## src/rtl/game_scheduler.sv

```systemverilog
// rtl/game_scheduler.sv - frame tick sequencer, game FSM, BCD score and scroll speed ramp
module game_scheduler #(
  parameter int SCORE_FRAMES = 6,
  parameter int SPEED_FRAMES = 600,
  parameter int MIN_SPEED    = 2,
  parameter int MAX_SPEED    = 8
) (
  input  logic        clk,
  input  logic        rst,
  input  logic        frame_start,
  input  logic        game_start_pulse,
  input  logic        game_over_pulse,
  output logic [1:0]  game_tick,
  output logic        scroll_tick,
  output logic [3:0]  scroll_speed,
  output logic [15:0] score,
  output logic        running
);

  localparam logic [1:0] S_IDLE = 2'd0;
  localparam logic [1:0] S_RUN  = 2'd1;
  localparam logic [1:0] S_OVER = 2'd2;

  localparam logic [7:0]  SCORE_LAST = 8'(SCORE_FRAMES - 1);
  localparam logic [11:0] SPEED_LAST = 12'(SPEED_FRAMES - 1);
  localparam logic [3:0]  MIN_SPD    = 4'(MIN_SPEED);
  localparam logic [3:0]  MAX_SPD    = 4'(MAX_SPEED);

  logic [1:0]  state;
  logic [1:0]  state_next;
  logic        enter_run;
  logic [7:0]  score_cnt;
  logic [11:0] speed_cnt;

  // Saturating four-digit BCD increment.
  function automatic logic [15:0] bcd_inc(input logic [15:0] v);
    logic [15:0] r;
    logic        c;
    r = v;
    c = 1'b1;
    if (v != 16'h9999) begin
      for (int i = 0; i < 4; i++) begin
        if (c) begin
          if (r[i*4 +: 4] == 4'd9) begin
            r[i*4 +: 4] = 4'd0;
          end else begin
            r[i*4 +: 4] = r[i*4 +: 4] + 4'd1;
            c = 1'b0;
          end
        end
      end
    end
    return r;
  endfunction

  always_comb begin
    state_next = state;
    case (state)
      S_IDLE, S_OVER: if (game_start_pulse) state_next = S_RUN;
      S_RUN:          if (game_over_pulse)  state_next = S_OVER;
      default:        state_next = S_IDLE;
    endcase
  end

  assign enter_run = (state_next == S_RUN) && (state != S_RUN);
  assign running   = (state == S_RUN);

  always_ff @(posedge clk) begin
    if (rst) begin
      state        <= S_IDLE;
      game_tick    <= 2'b00;
      scroll_tick  <= 1'b0;
      score        <= 16'h0000;
      scroll_speed <= MIN_SPD;
      score_cnt    <= 8'd0;
      speed_cnt    <= 12'd0;
    end else begin
      state <= state_next;
      // A frame_start while either tick is pending is dropped, never deferred.
      game_tick   <= {game_tick[0], frame_start && (game_tick == 2'b00)};
      scroll_tick <= game_tick[0] && (state_next == S_RUN);

      if (enter_run) begin
        score        <= 16'h0000;
        scroll_speed <= MIN_SPD;
        score_cnt    <= 8'd0;
        speed_cnt    <= 12'd0;
      end else if (scroll_tick) begin
        if (score_cnt == SCORE_LAST) begin
          score_cnt <= 8'd0;
          score     <= bcd_inc(score);
        end else begin
          score_cnt <= score_cnt + 8'd1;
        end
        if (speed_cnt == SPEED_LAST) begin
          speed_cnt <= 12'd0;
          if (scroll_speed < MAX_SPD) scroll_speed <= scroll_speed + 4'd1;
        end else begin
          speed_cnt <= speed_cnt + 12'd1;
        end
      end
    end
  end

endmodule

```

## config.mk

```make
export PLATFORM = sky130hd
export DESIGN_NAME = game_scheduler
export DESIGN_NICKNAME = d
export VERILOG_FILES = /design/src/rtl/game_scheduler.sv
export SDC_FILE = /design/constraint.sdc
export NUM_CORES = 1
export LEC_CHECK = 0
export ABC_AREA = 1
export CAP_MARGIN = 40
export CORE_MARGIN = 3
export CORE_UTILIZATION = 50
export DETAILED_ROUTE_END_ITERATION = 8
export PLACE_DENSITY = 0.82
export SLEW_MARGIN = 20
export SYNTH_ARGS = -nofsm -noshare
export SYNTH_HDL_FRONTEND = slang
export SYNTH_SLANG_ARGS = --single-unit
```

## constraint.sdc

```tcl
create_clock -name clk -period 1.7 [get_ports clk]
set_input_delay 0.255 -clock clk [delete_from_list [all_inputs] [get_ports clk]]
set_output_delay 0.255 -clock clk [all_outputs]
set_load 0.01 [all_outputs]
```

Word-level counts from Yosys, hierarchy flattened
Cells that the tools add are included.
W data, S select, Z words.
- flip-flop bits (word level): 45
- latch bits: 0
- memory bits (writable): 0
- bits in read-only memories: 0
- memories kept: 0
- $add $sub $neg: 7
- multipliers: 0
- div/mod/pow operators: 0
- magnitude comparators: 1
- equal/unequal tests: 11
- shift operators: 0
- multiplexer cells: 29
- bitwise gates (word level): 0
- reduce and logical (&&, ||, !) cells: 12
- operators by type and width (operator ; count):
    $add A4 B1 Y4 const B ; 5
    $mux W1 ; 20
    $eq A4 B4 Y1 const B ; 4
    $mux W4 ; 4
    $ne A16 B16 Y1 const B ; 1
    $add A12 B1 Y12 const B ; 1
    $eq A12 B10 Y1 const B ; 1
    $mux W12 ; 1
    $reduce_and A4 Y1 ; 3
    $add A8 B1 Y8 const B ; 1
    $eq A8 B3 Y1 const B ; 1
    $mux W8 ; 1
    $reduce_and A3 Y1 ; 2
    $eq A2 B1 Y1 const B ; 2
    $logic_not A2 Y1 ; 2
    $lt A4 B4 Y1 const B ; 1
    $mux W2 ; 2
    $pmux W2 S2 ; 1
    $reduce_or A2 Y1 ; 2
    $logic_and A1 B1 Y1 ; 3
    $eq A2 B2 Y1 const B ; 1
    $ne A2 B1 Y1 const B ; 1

Depth between registers and ports, before layout
Gate-level depths: netlist of the first run.
- depth in word-level cells: 20
- depth in mapped cells: 11
- gate-level depth less buffers: 11

Worst setup path before layout of the first run
OpenSTA, ideal clock, no wires.
- kind: reg-to-reg
- start point: register score_cnt[0]
- end point: register score[11]
- setup time: 0.067 ns
- arrival time: 1.295 ns
- path slack: 0.338 ns
- cell stages (with the launch flop): 9
- buffers on the path: 0
- clock period less this slack: 1.362 ns
- cell sequence: dfxtp_1 ha_1 inv_1 nor2_1 nand2_1 nor2_8 nand3_4 or2_1 a21oi_2
- longest elaborated chain between the ends: 2
- RTL lines (element ; line ; RTL):
    start, declared ; 32 ; logic [7:0] score_cnt;
    start signal, assigned ; 93 ; score_cnt <= score_cnt + 8'd1;
    $eq A8 B3 Y1 ; 89 ; if (score_cnt == SCORE_LAST) begin
    $reduce_and A4 Y1 (no source line) ; -- ;
    end signal, assigned ; 91 ; score <= bcd_inc(score);
    end, declared ; 16 ; output logic [15:0] score,
Every way passes these cells.
A chain may end at the register's enable or synchronous reset.

Worst setup path after layout of the first run
- start point: register state[0]
- end point: output port running
- longest elaborated chain between the ends: 1
- RTL lines (element ; line ; RTL):
    start, declared ; 29 ; logic [1:0] state;
    start signal, assigned ; 78 ; state <= state_next;
    $eq A2 B1 Y1 ; 66 ; assign running = (state == S_RUN);
    end, declared ; 17 ; output logic running
Every way passes these cells.

==> impl_metrics.tcl, run 1 <==
set metrics [dict create \
    power.total_mw 1.80 \
    hold_path_class "flop to flop" \
    synth_edf_count 0 \
    stdcell_count 425 \
    die_h_um 74.9 \
    gp_congestion 0.868 \
    worst_pin_slew_ns 0.282 \
    hold_violations 0 \
    clock_skew_ns 0.00409 \
    setup_violations 0 \
    num_rows 24 \
    insertion_delay_ns 0.30 \
    reg2reg_from "score_cnt[1]$_SDFFE_PP0P_" \
    synth_compound_area_share_pct 9.08 \
    wl_um 4670 \
    synth-xor-area-share_pct 4.06 \
    grt_pass1_wl_um 8160 \
    reg2reg_depth 10 \
    cts_buffer_depth 2 \
    drtAntennaViolNets 0 \
    pin_count 29 \
    syn_to_final_growth_pct 19.6 \
    worstHoldEndpoint "game_tick[0]$_SDFF_PP0_" \
    synth-simple-area-share_pct 39.1 \
    power.density_mw_per_mm2 636 \
    final.period_utilization_pct 95.7 \
    n_antenna_cell 0 \
    dieArea_mm2 0.00560 \
    post_drt_wl_per_cell_um 11.0 \
    via_per_inst 5.08 \
    portBuffers 28 \
    yosys_warnings 0 \
    fmax_mhz 615 \
    min_period_ns 1.63 \
    root_buffer "clkbuf_8" \
    ys_seq_area_share_pct 38.0 \
    endpoint_kind "output pin" \
    irDropWorstVdd_v 0.000477 \
    ys_types 36 \
    dpl_cell_area_mm2 0.00274 \
    clock-sinks 45 \
    async_flop_share_pct 0 \
    fillCellCount 419 \
    fin_ws_ns 0.0737 \
    synthesis.nets 342 \
    fin_nets 381 \
    antenna_found_initial 0 \
    whs_path_depth 1 \
    cts_hold_buffers 0 \
    run_status "completed" \
    reg2reg_slack_ns 0.17 \
    synth_top_family_by_area "simple AND/OR/NAND/NOR gates" \
    pre_cts_slack_ns 0.143 \
    die_w_um 74.9 \
    place_hpwl_um 3510 \
    start_util_pct 53.0 \
    h-tree-depth 2 \
    rsz0062_at_grt "false" \
    r2r-end "score_cnt[1]$_SDFFE_PP0P_" \
    crit_path_max_fanout 4 \
    drive_gt1_share_pct 13.4 \
    ys.flop_type "dfxtp_1" \
    crit_type "flop to output pin" \
    critPathLaunchType "flop" \
    slew_violations 0 \
    syn_area_mm2 0.00237 \
    grt_util_all_layers_pct 18.2 \
    muxShareOfSynthArea_pct 0 \
    gr-total-overflow 0 \
    leakage_nw 1.02 \
    cp_data_arrival_time_ns 1.37 \
    synth_cells 333 \
    maxCapViolCount 0 \
    remaining_drc_errors 0 \
    cts_buffers 5 \
    critPathRequiredTime_ns 1.44 \
    avgSynthCellArea_um2 7.12 \
    final_area_mm2 0.00284 \
    cts_tree "built" \
    hold_start "game_tick[1]$_SDFF_PP0_" \
    slew_headroom_pct 81.1 \
    clkTransAtPathRegs_ns 0.08 \
    synthAdderAreaFrac_pct 2.11 \
    ys_seq_elements 45 \
    fin_setup_tns_ns 0 \
    drt_pass1_iterations 5 \
    dp.cells 415 \
    drt_iter0_markers 92 \
    core_area_mm2 0.00447 \
    num_vias 2160 \
    grt_max_degree 17 \
    grt_pass1_vias 2015 \
]
cell usage after synthesis (7+ instances only):
library cell / count / area, um2
nand2_1: 68 / 255
nor2_1: 46 / 173
dfxtp_1: 45 / 901
inv_1: 34 / 128
nand3_1: 26 / 130
a21oi_1: 23 / 115
nand4_1: 11 / 68.8
xor2_1: 10 / 87.6
nor2_2: 9 / 56.3
o21ai_0: 9 / 45.0
inv_2: 7 / 26.3
nor3_1: 7 / 35.0
kinds of logic after synthesis:
kind of cell	after synthesis
compound gates	38
fa+ha+maj	4
simple gates	189
flops	45
xor+xnor	11
buf+inv	46
state kept, by name (all words and copies together) (netlist names):
| name | count |
|---|---|
| game_tick | 2 |
| score | 16 |
| score_cnt | 8 |
| scroll_speed | 4 |
| scroll_tick | 1 |
| speed_cnt | 12 |
| state | 2 |
where the power goes:
group	internal (mW)	leakage [nW]	total, mW	switching [mW]
combinational	0.0378	0.607	0.0900	0.0522
sequential	1.06	0.364	1.07	0.00779
clock	0.285	0.0450	0.644	0.358
total	1.39	1.02	1.80	0.418
worst max path at each step:
stage,startpoint,slack [ns],to,cells after the start
after floorplan,score_cnt[0]$_SDFFE_PP0P_,0.34,score[11]$_SDFFE_PP0P_,8
after global placement,game_start_pulse,0.16,score_cnt[1]$_SDFFE_PP0P_,6
after detailed placement,game_start_pulse,0.14,score_cnt[1]$_SDFFE_PP0P_,6
after CTS,state[0]$_SDFF_PP0_,0.02,running,3
after global routing,score_cnt[1]$_SDFFE_PP0P_,0.003,score_cnt[2]$_SDFFE_PP0P_,10
final,state[0]$_SDFF_PP0_,0.07,running,3
metal layers:
| metal | track usage (%) | vias to the layer above | part of all wire (%) | wire [um] |
|---|---|---|---|---|
| met5 | 0 | - | 0 | 0 |
| met1 | 23.0 | 961 | 47 | 2210 |
| li1 | - | 1146 | - | - |
| met4 | 4.15 | 0 | 1.1 | 53 |
| met2 | 31.3 | 47 | 47 | 2210 |
| met3 | 4.27 | 6 | 4.3 | 200 |
per-stage QoR:
stage	utilization, %	hold WS, ns
after global routing	63.4	0.453
final	63.4	0.434
after floorplan	-	0.327
after global placement	61.2	0.418
after detailed placement	61.2	0.412
after CTS	63.1	0.436
repair_timing:
item	in CTS	in global routing
pin swaps	0	2
resized for setup	1	2
buffers inserted	0	2
setup endpoints to repair	1	6
cell type report:
class	count	area, um2	area share [%]
multi-input combinational	242	1290	45.4
sequential	45	905	31.9
timing repair buffer	36	338	11.9
inverter	42	158	5.56
clock buffer	6	72.6	2.56
tap	52	65.1	2.29
clock inverter	2	10.0	0.353
cells in the final DEF, fill, tap and decap left out:
master,count
or2_1,1
buf_4,7
and2_1,1
clkinv_1,1
o21bai_1,1
nand3_4,1
o21ai_0,9
xnor2_1,1
nor3b_1,3
nand3_1,26
nand3b_1,2
dfxtp_1,42
nand2_1,68
xor2_1,10
clkbuf_8,5
a211oi_1,2
clkinv_2,2
or2_2,1
nor2_4,2
clkbuf_1,1
nand3_2,1
nor3_1,7
clkdlybuf4s50_1,28
nor2_1,46
a21o_1,1
nor2_2,9
nand2_2,4
inv_2,7
nor2_8,2
nor3_2,2
nand2_4,1
buf_2,1
nor4_1,1
a21oi_4,1
ha_1,4
inv_1,34
a21oi_2,1
nand4_1,11
dfxtp_2,3
a21oi_1,23
critical path, cell delays in order, from the launching register on:
cell	delay (ns)
dfxtp_2	0.36
inv_1	0.09
nor2_1	0.09
clkdlybuf4s50_1	0.54
No activity file was read; power rests on OpenSTA's default activity.
==> inputs of run 2 (changes only) <==
Settings changed: SLEW_MARGIN 20 to default.
Clock period 1.7 ns to 2.1 ns, I/O delays scaled along.
==> impl_metrics.tcl, run 2 (synthesized netlist as in run 1, its figures left out) <==
set metrics [dict create \
    critPathSlowestCell "clkdlybuf4s50_1" \
    largest_register_ffs 16 \
    hold_violations 0 \
    root_buffer "clkbuf_8" \
    worst_pin_slew_ns 0.310 \
    clock-sinks 45 \
    syn_to_final_growth_pct 18.6 \
    whs_path_depth 1 \
    portBuffers 28 \
    r2r-end "score[11]$_SDFFE_PP0P_" \
    final.period_utilization_pct 83.0 \
    irDropWorstVdd_v 0.000478 \
    cts_buffer_depth 2 \
    netSwitchingFraction_pct 21.4 \
    via_per_inst 5.22 \
    hold_path_class "flop to flop" \
    worstHoldEndpoint "game_tick[0]$_SDFF_PP0_" \
    dpl_cell_area_mm2 0.00271 \
    reg2reg_slack_ns 0.41 \
    post_cts_resized 0 \
    crit_path_max_fanout 4 \
    num_vias 2181 \
    clkTransAtPathRegs_ns 0.08 \
    power.density_mw_per_mm2 558 \
    clock_skew_ns 0.00591 \
    core_area_mm2 0.00447 \
    seqPwrFrac_pct 55.2 \
    drt_pass1_iterations 4 \
    remaining_drc_errors 0 \
    final_common_cell "nand2_1" \
    num_rows 24 \
    path_cells "inv_1 -> nor2_1 -> clkdlybuf4s50_1" \
    leakage_nw 0.991 \
    slew_headroom_pct 79.3 \
    reg2reg_depth 8 \
    p_clk_share_pct 40.4 \
    crit_type "flop to output pin" \
    cts_hold_buffers 0 \
    start_util_pct 53.0 \
    insertion_delay_ns 0.30 \
    gr-total-overflow 0 \
    rsz0062_at_grt "false" \
    endpoint_kind "output pin" \
    fin_hold_ws_ns 0.435 \
    grt_pass1_wl_um 8540 \
    cts_buffers 5 \
    hold_start "game_tick[1]$_SDFF_PP0_" \
    run_status "completed" \
    pin_count 29 \
    critPathRequiredTime_ns 1.78 \
    place_hpwl_um 3640 \
    dieArea_mm2 0.00560 \
    final_cell_mix "nand2_1 (68), nor2_1 (46), dfxtp_1 (45)" \
    cts_tree "built" \
    power_switching_mw 0.335 \
    fmax_mhz 574 \
    die_h_um 74.9 \
    slew_violations 0 \
    h-tree-depth 2 \
    post_drt_wl_per_cell_um 11.7 \
    n_antenna_cell 0 \
    fin_nets 375 \
    cp_slowest_stage_delay_ns 0.54 \
    top_regs "score (16), speed_cnt (12), score_cnt (8)" \
    cts_setup_buffers 0 \
    drive_gt1_share_pct 11.2 \
    regMostFlops "score" \
    setup_violations 0 \
    antenna_found_initial 0 \
    reg2reg_from "score_cnt[0]$_SDFFE_PP0P_" \
    grt_util_all_layers_pct 19.5 \
    drt_iter0_markers 130 \
    cp_data_arrival_time_ns 1.43 \
    utilization_pct 62.8 \
    die_w_um 74.9 \
    drtAntennaViolNets 0 \
    maxCapViolCount 0 \
    p_int_mw 1.23 \
    min_period_ns 1.74 \
    final_area_mm2 0.00281 \
    gp_congestion 0.901 \
    fin_setup_tns_ns 0 \
    combPwrFrac_pct 4.4 \
    grt_pass1_vias 2078 \
    wl_um 4910 \
    critPathLaunchType "flop" \
    grt_max_degree 19 \
]
[run 2: power groups by stage]
stage          sequential (mW)  clock [mW]  combinational (mW)
2_1_floorplan            0.885           0              0.0408
3_3_place_gp             0.886           0              0.0681
3_5_place_dp             0.886           0              0.0691
4_1_cts                  0.866       0.650              0.0694
5_1_grt                  0.867       0.680              0.0757
6_report                 0.866       0.634              0.0686
[run 2: area by class of cell]
cell class | count | area [um2]
fill | 408 | 1660
inverter | 42 | 158
tap | 52 | 65.1
multi-input combinational | 242 | 1290
clock inverter | 2 | 35.0
sequential | 45 | 901
clock buffer | 5 | 68.8
timing repair buffer | 30 | 295
[run 2: how the worst max path moves through the flow]
stage | start | endpoint | cells after the start
floorplan | score_cnt[0]$_SDFFE_PP0P_ | score[11]$_SDFFE_PP0P_ | 8
global placement | game_start_pulse | speed_cnt[8]$_SDFFE_PP0P_ | 5
detailed placement | game_start_pulse | score_cnt[2]$_SDFFE_PP0P_ | 6
CTS | state[0]$_SDFF_PP0_ | running | 3
global route | state[0]$_SDFF_PP0_ | running | 3
finish | state[0]$_SDFF_PP0_ | running | 3
[run 2: worst max-delay path, delay by kind of cell, from the launching register on]
kind          cells  cell delay, ns
buf+inv           2            0.64
flops             1            0.38
simple gates      1            0.11
[run 2: routing by layer]
layer | vias to the layer above | GRT usage, % | routed length, um
met1 | 991 | 24.4 | 2350
met5 | - | 0 | 0
met3 | 8 | 5.21 | 216
met4 | 0 | 8.10 | 62
li1 | 1138 | - | -
met2 | 44 | 31.7 | 2280
[run 2: through the flow]
step | worst slack [ns] | power [mW] | cells
after floorplan | 0.738 | 0.926 | 333
after global placement | 0.318 | 0.954 | 411
after detailed placement | 0.254 | 0.955 | 411
after CTS | 0.340 | 1.58 | 418
after global routing | 0.256 | 1.62 | 418
final | 0.358 | 1.57 | 418
